$ cat config.mk
export PLATFORM = sky130hd
export DESIGN_NAME = pmod_pulse_tx
export DESIGN_NICKNAME = d
export VERILOG_FILES = /design/src/rtl/pmod_pulse_pkg.sv /design/src/rtl/pmod_pulse_tx_timer.sv /design/src/rtl/pmod_pulse_tx.sv
export SDC_FILE = /design/constraint.sdc
export NUM_CORES = 1
export LEC_CHECK = 0
export ABC_AREA = 1
export CORE_ASPECT_RATIO = 1.5
export CORE_MARGIN = 5
export CORE_UTILIZATION = 60
export CTS_BUF_LIST = sky130_fd_sc_hd__clkbuf_4
export DETAILED_ROUTE_END_ITERATION = 8
export GPL_ROUTABILITY_DRIVEN = 0
export PLACE_DENSITY = 0.85
export SETUP_SLACK_MARGIN = 0.2
export SYNTH_ARGS = -nofsm -noshare
export SYNTH_HDL_FRONTEND = slang
export SYNTH_SLANG_ARGS = --single-unit
$ cat constraint.sdc
create_clock -name i_SCLK -period 3.73 [get_ports i_SCLK]
set_input_delay 0.9325 -clock i_SCLK [delete_from_list [all_inputs] [get_ports i_SCLK]]
set_output_delay 0.9325 -clock i_SCLK [all_outputs]
set_load 0.01 [all_outputs]
$ cat src/rtl/pmod_pulse_pkg.sv
// Shared types and widths for the PMOD pulse transmitter.
// Holds the FSM state enum and the phase/count widths.
package pmod_pulse_pkg;

  localparam int PHASE_W = 8;
  localparam int COUNT_W = 4;

  typedef enum logic [1:0] {
    S_IDLE,
    S_HIGH,
    S_LOW,
    S_DONE
  } state_t;

endpackage

$ cat src/rtl/pmod_pulse_tx_timer.sv
// Loadable down-counter timing the HIGH and LOW phases of a pulse.
// Ports: i_clk, i_rst (sync, high), i_load, i_load_val, o_tc (count == 1).
module pulse_phase_timer
  import pmod_pulse_pkg::*;
(
  input  logic               i_clk,
  input  logic               i_rst,
  input  logic               i_load,
  input  logic [PHASE_W-1:0] i_load_val,
  output logic               o_tc
);

  localparam logic [PHASE_W-1:0] ONE = PHASE_W'(1);

  logic [PHASE_W-1:0] r_cnt;

  // Parks at zero so a stale timer never wraps to 255.
  always_ff @(posedge i_clk) begin
    if (i_rst) begin
      r_cnt <= '0;
    end else if (i_load) begin
      r_cnt <= i_load_val;
    end else if (r_cnt != '0) begin
      r_cnt <= r_cnt - ONE;
    end
  end

  assign o_tc = (r_cnt == ONE);

endmodule

$ cat src/rtl/pmod_pulse_tx.sv
// Emits a burst of i_COUNT pulses (HIGH_CYC high, LOW_CYC low) on a PMOD pin.
// Ports: i_SCLK, i_RESET_SYS, i_START/i_COUNT in; o_READY, o_PMOD1_P1,
// o_BUSY, o_DONE, o_SENT out, all from flops.
module pmod_pulse_tx
  import pmod_pulse_pkg::*;
#(
  parameter int HIGH_CYC = 1,
  parameter int LOW_CYC  = 3
) (
  input  logic               i_SCLK,
  input  logic               i_RESET_SYS,
  input  logic               i_START,
  input  logic [COUNT_W-1:0] i_COUNT,
  output logic               o_READY,
  output logic               o_PMOD1_P1,
  output logic               o_BUSY,
  output logic               o_DONE,
  output logic [COUNT_W-1:0] o_SENT
);

  localparam logic [PHASE_W-1:0] HIGH_LD = PHASE_W'(HIGH_CYC);
  localparam logic [PHASE_W-1:0] LOW_LD  = PHASE_W'(LOW_CYC);
  localparam logic [COUNT_W-1:0] C_ONE   = COUNT_W'(1);

  state_t             r_state;
  state_t             w_next;
  logic [COUNT_W-1:0] r_remain;
  logic [COUNT_W-1:0] r_sent;
  logic               r_ready;
  logic               r_p1;
  logic               r_busy;
  logic               r_done;
  logic               w_accept;
  logic               w_load;
  logic [PHASE_W-1:0] w_load_val;
  logic               w_pulse_end;
  logic               w_tc;

  pulse_phase_timer u_timer (
    .i_clk      (i_SCLK),
    .i_rst      (i_RESET_SYS),
    .i_load     (w_load),
    .i_load_val (w_load_val),
    .o_tc       (w_tc)
  );

  assign w_accept = (r_state == S_IDLE) && i_START;

  always_comb begin
    w_next      = r_state;
    w_load      = 1'b0;
    w_load_val  = HIGH_LD;
    w_pulse_end = 1'b0;
    unique case (r_state)
      S_IDLE: begin
        if (i_START) begin
          w_load = 1'b1;
          if (i_COUNT != '0) w_next = S_HIGH;
          else               w_next = S_DONE;
        end
      end
      S_HIGH: begin
        if (w_tc) begin
          w_next      = S_LOW;
          w_load      = 1'b1;
          w_load_val  = LOW_LD;
          w_pulse_end = 1'b1;
        end
      end
      S_LOW: begin
        if (w_tc) begin
          if (r_remain != '0) begin
            w_next = S_HIGH;
            w_load = 1'b1;
          end else begin
            w_next = S_DONE;
          end
        end
      end
      S_DONE:  w_next = S_IDLE;
      default: w_next = S_IDLE;
    endcase
  end

  // Outputs are registered from the next state so they line up
  // with the state register without any input-to-output path.
  always_ff @(posedge i_SCLK) begin
    if (i_RESET_SYS) begin
      r_state  <= S_IDLE;
      r_remain <= '0;
      r_sent   <= '0;
      r_ready  <= 1'b1;
      r_p1     <= 1'b0;
      r_busy   <= 1'b0;
      r_done   <= 1'b0;
    end else begin
      r_state <= w_next;
      if (w_accept) begin
        r_remain <= i_COUNT;
        r_sent   <= '0;
      end else if (w_pulse_end) begin
        r_remain <= r_remain - C_ONE;
        r_sent   <= r_sent + C_ONE;
      end
      r_ready <= (w_next == S_IDLE);
      r_p1    <= (w_next == S_HIGH);
      r_busy  <= (w_next == S_HIGH) || (w_next == S_LOW);
      r_done  <= (w_next == S_DONE);
    end
  end

  assign o_READY    = r_ready;
  assign o_PMOD1_P1 = r_p1;
  assign o_BUSY     = r_busy;
  assign o_DONE     = r_done;
  assign o_SENT     = r_sent;

endmodule
-- After elaboration in Yosys (flattened, before gate mapping)
Cells that the tools add are included.
- output and inout bits: 8
- logic and storage cells: 46
- flip-flop bits (word level): 22
- muxes and demuxes: 18
- add/subtract/negate cells: 3
- reduce and logical (&&, ||, !) cells: 10
- eq/ne operators: 7
- operators by type and width (cell ; number):
    $mux 8 ; 2
    $mux 2 ; 7
    $eq 2x2->1 const B ; 4
    $eq 8x1->1 const B ; 1
    $mux 4 ; 2
    $pmux 2 s4 ; 1
    $reduce_bool 4->1 ; 2
    $reduce_bool 8->1 ; 1
    $sub 8x1->8 const B ; 1
    $mux 1 ; 5
    $add 4x1->4 const B ; 1
    $eq 2x1->1 const B ; 2
    $logic_not 2->1 ; 2
    $reduce_bool 2->1 ; 2
    $sub 4x1->4 const B ; 1
    $pmux 1 s3 ; 1
    $reduce_or 2->1 ; 1
    $logic_and 1x1->1 ; 1
    $logic_or 1x1->1 ; 1

-- Longest topological paths before layout
Gate-level depths: netlist of run 1.
- depth after elaboration: 6
- gate-level depth with buffers: 12
- gate-level depth less buffers: 12

-- By module
A second synthesis of run 1 with hierarchy kept.
- cell total of the unflattened synthesis: 195
- area, all modules: 1291.2 µm²
- modules (own cells, without submodules) (module ; area each (µm²) ; times used ; seq. area each (µm²) ; cells an instance):
    pmod_pulse_tx ; 737.0 ; 1 ; 280.3 ; 106
    pulse_phase_timer ; 554.3 ; 1 ; 160.2 ; 89

-- Worst setup path after synthesis of run 1
No wires, ideal clock.
- path type: input to register
- from: input i_START
- to: register r_ready (netlist: o_READY)
- arrival time: 1.784 ns
- path slack: 1.823 ns
- stages: 7
- path through: nand2_2 > inv_4 > nand3_1 > nand3_2 > inv_1 > ha_1 > or2_2
- word-level cells in the longest chain between the ends: 3
- RTL lines (what ; line ; source):
    start: declaration ; pmod_pulse_tx.sv:12 ; input logic i_START,
    $mux 2 ; pmod_pulse_tx.sv:56 ; if (i_START) begin
    $pmux 2 s4 ; pmod_pulse_tx.sv:54 ; unique case (r_state)
    net w_next[1] ; pmod_pulse_tx.sv:26 ; state_t w_next;
    $logic_not 2->1 ; pmod_pulse_tx.sv:105 ; r_ready <= (w_next == S_IDLE);
    end signal: assignment ; pmod_pulse_tx.sv:105 ;
    end: declaration ; pmod_pulse_tx.sv:29 ; logic r_ready;
The timed path passes the listed nets, and every way through them passes these cells.
A chain may end at the register's enable or synchronous reset.

-- Final worst setup path of run 1
Same ends and word-level chain as after synthesis.

==> results.md, run 1 <==
* Status: completed
* Via count at 1058
* Crit Path Class: in2reg
* P_int at 618 µW
* H-Tree Depth at 1
* Final Cycle Share at 0.596
* Hold crit path type: reg2reg
* Relative slew slack at 0.690
* Largest net degree at the start of global routing at 13
* Mapped Cells at 160
* Ports at 15
* Logic pwr share at 0.590
* Worst Path Required at 3.93 ns
* Clk pwr share at 0.091
* Post-DP HPWL at 1910 µm
* Startpoint types: input port
* Num rows at 20
* Hold Slack at 0.495 ns
* First drt pass iteration count at 4
* Worst Tran Pin Value at 0.464 ns
* Worst vdd ir at 446 µV
* Sequential Power Share at 0.318
* Pins Over Slew Limit at 0
* Switching share of power at 0.470
* First-pass GRT wire length at 4100 µm
* Async set-reset flop share out of synthesis at 0
* Synthesized flop and latch total at 22
* Leak at 0.000676 µW
* Die area at 0.00308 mm²
* Post-route cell area at 0.00142 mm²
* Final ANT Viol Nets at 0
* Post_cts resized at 0
* CP arrival at 2.42 ns
* Most used flip-flop cell after synthesis: dfxtp_1
* DP Area at 0.00140 mm²
* Max frequency at 449 MHz
* Initial antenna violation count at 0
* Antenna cells at 0
* Final setup vio count at 0
* Worst-path clk slew at 0.12 ns
* Net Sw Power at 548 µW
* Cts-stage hold buffer count at 0
* Final Skew at 0.00564 ns
* Share of layout cells above drive strength 1 at 0.130
* Maximum fanout along the worst path at 10
* Final WL at 2330 µm
* Clock buffer depth at 2
* Mapped cell area at 0.00123 mm²
* Max-Cap Viols at 0
* CTS tree: yes
* TritonCTS Buffers at 3
* Grt total ovfl at 0
* Iteration-0 DRC Markers at 16
* Setup Fix Bufs, Post-CTS at 0
* DR vias/cell at 5.32
* Final critical-path required period at 2.22 ns
* RSZ-0062 raised after global routing: false
* Final setup TNS at 0 ns
* Core area at 0.00200 mm²
* Commonest non-fill, non-tap cells in the layout: nor2_1 (27), nand2_1 (23), dfxtp_1 (22)
* Clk sinks at 22
* Skew-Pair Late Insertion Delay at 0.30 ns
* Netlist cell types at 29
* Routed length per instance at 11.7 µm
* Hold Fails Final Rpt at 0
* Pwr Density at 820 mW/mm²
* IO Port Bufs at 14
* Area contributors post-synth: dfxtp_1 (36%), nor2_1 (8.2%), ha_1 (7.1%)
* Syn avg cell area at 7.69 µm²
* Vias in the first global route at 1056
* Sequential share of the synthesized area at 0.358
* Synth top area share at 0.358
* Final nets at 192
* DR DRC count at 0
* Commonest non-fill, non-tap cell in the layout: nor2_1
* Synth Net Count at 174
* Starting Density at 0.615
* Die X-Extent at 47.0 µm
* Number of synthesized flops with an enable pin at 0
* Yosys top cell by area: dfxtp_1
* Tot GR Track Use at 0.176
* CP Capture Type: flop
* Area grow syn2layout at 15.4%
* Clock root buffer master: clkbuf_4
* Die height at 65.5 µm
* Ys Warns at 0
-- final timing paths --
check / startpoint / to / slack (ns) / depth (start not counted)
min: r_remain[0]$_SDFFE_PP0P_ / r_remain[0]$_SDFFE_PP0P_ / 0.50 / 2
max: i_START / o_READY$_SDFF_PP1_ / 1.51 / 8
min reg2reg: r_remain[0]$_SDFFE_PP0P_ / r_remain[0]$_SDFFE_PP0P_ / 0.50 / 2
max reg2reg: u_timer.r_cnt[1]$_SDFFE_PP0P_ / o_READY$_SDFF_PP1_ / 2.00 / 9
-- logic make-up (layout without fill, tap and decap cells) --
logic type,Yosys count,in the layout,share of synthesized area
DFF,22,22,0.358
and+or+nand+nor,86,86,0.386
AOI/OAI and AO/OA,16,16,0.0701
adders and majority gates,7,7,0.0711
xor gates and xnor gates,5,5,0.0356
buffers and inverters,24,41,0.0793
-- sequential cells by signal, summed over array words and instances, names as in the netlist --
signal,flops
o_BUSY,1
o_DONE,1
o_PMOD1_P1,1
o_READY,1
o_SENT,4
r_remain,4
r_state,2
u_timer.r_cnt,8
-- power groups by stage --
stage	clock network, µW	registers, µW	logic, µW
final	107	371	688
after global routing	124	382	773
after CTS	110	372	697
after detailed placement	0	378	692
after global placement	0	374	656
after floorplan	0	377	537
-- worst max-delay path: stages --
cell,delay [ns]
clkdlybuf4s50_1,0.49
nand2_2,0.15
inv_4,0.13
nand3_1,0.11
nand3_2,0.11
inv_1,0.07
ha_1,0.17
or2_2,0.26
-- layer usage --
metal	share of wire	global-route usage	wire length [µm]	vias up
met2	0.58	0.337	1350	16
met1	0.37	0.176	874	494
met4	0.016	0.0623	38	0
met5	0	0	0	-
met3	0.028	0.0301	65	4
li1	-	-	-	544
-- synthesized netlist by cell type, types with 2 or more instances --
library cell and instances:
nand2_4 3, nor2_4 3, xor2_1 4, o21ai_0 5
nand2_2 2, a21oi_1 6, nand2_1 23, inv_1 21
ha_1 7, nand3_1 8, nand4_1 5, dfxtp_1 22
nor2_1 27, nor3_1 5, nor2_2 3, o21ai_1 2
a31oi_1 2
-- stage by stage --
step	std cells	total power, µW	utilization	worst slack (ns)
3_5_place_dp	195	1070	0.697	1.19
3_3_place_gp	195	1030	0.697	1.22
2_1_floorplan	160	914	-	1.82
5_1_grt	199	1280	0.710	1.44
4_1_cts	199	1180	0.710	1.50
6_report	199	1170	0.710	1.51
-- area by class of cell --
cell class | instances | area (µm²)
sequential | 22 | 440
tap | 22 | 27.5
inverter | 23 | 93.8
fill | 184 | 581
timing repair buffer | 14 | 140
multi-input combinational | 114 | 693
clock inverter | 1 | 3.75
clock buffer | 3 | 22.5
No activity file was read; power rests on OpenSTA's default activity.
==> inputs of run 2 (changes only) <==
--- a/config.mk
+++ b/config.mk
@@ -8,11 +8,11 @@
 export ABC_AREA = 1
 export CORE_ASPECT_RATIO = 1.5
 export CORE_MARGIN = 5
-export CORE_UTILIZATION = 60
+export CORE_UTILIZATION = 57
 export CTS_BUF_LIST = sky130_fd_sc_hd__clkbuf_4
 export DETAILED_ROUTE_END_ITERATION = 8
 export GPL_ROUTABILITY_DRIVEN = 0
-export PLACE_DENSITY = 0.85
+export PLACE_DENSITY = 0.81
 export SETUP_SLACK_MARGIN = 0.2
 export SYNTH_ARGS = -nofsm -noshare
 export SYNTH_HDL_FRONTEND = slang
==> constraint.sdc (replaced) <==
create_clock -name i_SCLK -period 2.1 [get_ports i_SCLK]
set_input_delay 0.525 -clock i_SCLK [delete_from_list [all_inputs] [get_ports i_SCLK]]
set_output_delay 0.525 -clock i_SCLK [all_outputs]
set_load 0.01 [all_outputs]
==> run 2 against run 1 <==
Net effect: critical path depth decreased by 7; clock skew increased by 0.0051 ns; register-to-register slack got worse by 1.6 ns; largest cell class unchanged; clock power increased by 72%; critical endpoint is now o_SENT[0]; highest routed layer unchanged; global-route usage is 0.78 points higher.
==> results.md, run 2 (synthesized netlist as in run 1, its figures left out) <==
* Grt total ovfl at 0 (unchanged)
* Antenna cells at 0 (unchanged)
* Buffer and inverter count on the worst path at 1 (-2)
* Final setup TNS at 0 ns (unchanged)
* Die area at 0.00321 mm² (+4.3%)
* Logic pwr share at 0.596 (+0.006)
* Clock buffer depth at 2 (unchanged)
* RSZ-0062 raised after global routing: false
* Slowest CP cell: clkdlybuf4s50_1
* Maximum fanout along the worst path at 5 (-5)
* Critical-path cell list: clkdlybuf4s50_1
* P_int at 1110 µW (+79%)
* Post-route cell area at 0.00144 mm² (+1.5%)
* Vias in the first global route at 1096 (+3.8%)
* Clock root buffer master: clkbuf_4
* Max reg flops at 8 (unchanged)
* Die height at 66.9 µm (+2.2%)
* Die X-Extent at 47.9 µm (+2.0%)
* DR vias/cell at 5.38 (+1.3%)
* Crit Path Class: reg2out
* Tot GR Track Use at 0.184 (+0.00783)
* Most Used Layer, Global Route: met2
* Clk sinks at 22 (unchanged)
* Reg with most FFs: u_timer.r_cnt
* Hold Fails Final Rpt at 0 (unchanged)
* Grt met2 use at 0.334 (-0.00230)
* Worst path max stage delay at 0.57 ns (+0.08 ns)
* Routed length per instance at 12.1 µm (+3.0%)
* Startpoint types: flop
* First drt pass iteration count at 4 (unchanged)
* Final WL at 2430 µm (+4.1%)
* Share of layout cells above drive strength 1 at 0.151 (+0.0209)
* Worst-path clk slew at 0.11 ns (about the same)
* CP Capture Type: output port
* Final setup vio count at 0 (unchanged)
* Final nets at 195 (+1.6%)
* Relative slew slack at 0.805 (+0.115)
* CP top delay family: buffers and inverters
* Final critical-path required period at 1.82 ns
* Initial antenna violation count at 0 (unchanged)
* Final Cycle Share at 0.867
* Area grow syn2layout at 17.2%
* Max frequency at 549 MHz
* Switching share of power at 0.471 (about the same)
* Num rows at 20 (unchanged)
* IO Port Bufs at 14 (unchanged)
* CTS tree: yes
* First-pass GRT wire length at 4260 µm (+4.1%)
* Worst Tran Pin Value at 0.292 ns (-0.172 ns)
* Worst vdd ir at 822 µV (+84%)
* Pwr Density at 1450 mW/mm² (+77%)
* Power, Total at 2090 µW (+79%)
* DP Area at 0.00142 mm² (+1.6%)
* Post-DP HPWL at 1950 µm (+2.0%)
* CP arrival at 1.30 ns (-1.12 ns)
* Via count at 1082 (+2.3%)
* Status: completed
* TritonCTS Buffers at 3 (unchanged)
* Largest net degree at the start of global routing at 12 (-1)
* M1 GR Usage at 0.171 (-0.00462)
* Iteration-0 DRC Markers at 39 (+23)
* Sequential Power Share at 0.316 (-0.002)
* Core area at 0.00205 mm² (+2.5%)
* Hold Slack at 0.496 ns (+0.000542 ns)
* Final ANT Viol Nets at 0 (unchanged)
* Setup Fix Bufs, Post-CTS at 0 (unchanged)
* Commonest non-fill, non-tap cell in the layout: nor2_1
* Starting Density at 0.600 (-0.0150)
* Clk pwr share at 0.088 (-0.003)
* Worst Path Required at 1.57 ns (-2.36 ns)
* Ports at 15 (unchanged)
* Hold crit path type: reg2reg
* Max-Cap Viols at 0 (unchanged)
* DR DRC count at 0 (unchanged)
* Net Sw Power at 984 µW (+80%)
* Global-route met3 utilization at 0.0432 (+0.0131)
* H-Tree Depth at 1 (unchanged)
* Commonest non-fill, non-tap cells in the layout: nor2_1 (26), nand2_1 (23), dfxtp_1 (22)
* Pins Over Slew Limit at 0 (unchanged)
* Final Skew at 0.0108 ns (+0.00513 ns)
* Skew-Pair Late Insertion Delay at 0.31 ns (about the same)
* Leak at 0.000689 µW (+2.0%)
-- run 2: what timing repair did --
| item | 4_1_cts | 5_1_grt |
|---|---|---|
| gates resized for setup | 0 | 1 |
| endpoints found under the setup margin | 0 | 1 |
| hold buffers | 0 | 0 |
-- run 2: final cells by class --
cell class,instances,area [µm²]
multi-input combinational,114,696
timing repair buffer,17,163
fill,168,609
tap,22,27.5
inverter,23,93.8
clock buffer,3,22.5
sequential,22,440
-- run 2: power by group through the flow --
stage | Combinational [µW] | Sequential [µW] | Clock, µW
2_1_floorplan | 954 | 670 | 0
3_3_place_gp | 1180 | 665 | 0
3_5_place_dp | 1250 | 672 | 0
4_1_cts | 1260 | 662 | 191
5_1_grt | 1400 | 679 | 214
6_report | 1250 | 661 | 184
-- run 2: final timing paths --
kind | startpoint | to | slack (ns) | cells past startpoint
worst min-delay path | r_remain[0]$_SDFFE_PP0P_ | r_remain[0]$_SDFFE_PP0P_ | 0.50 | 2
worst max-delay path | o_SENT[0]$_SDFFE_PP0P_ | o_SENT[0] | 0.28 | 1
worst min register to register | r_remain[0]$_SDFFE_PP0P_ | r_remain[0]$_SDFFE_PP0P_ | 0.50 | 2
worst max register to register | u_timer.r_cnt[1]$_SDFFE_PP0P_ | o_READY$_SDFF_PP1_ | 0.37 | 9
-- run 2: per-layer routing --
| metal | up-vias | routed length, µm |
|---|---|---|
| met5 | - | 0 |
| li1 | 551 | - |
| met4 | 0 | 68 |
| met2 | 26 | 1360 |
| met1 | 499 | 903 |
| met3 | 6 | 91 |
-- run 2: metrics by stage --
stage / utilization / std cells / setup WS [ns]
6_report: 0.703 / 201 / 0.278
5_1_grt: 0.703 / 201 / 0.201
4_1_cts: 0.702 / 201 / 0.263
3_5_place_dp: 0.691 / 198 / 0.0254
3_3_place_gp: 0.691 / 198 / 0.0781
2_1_floorplan: - / 160 / 0.515
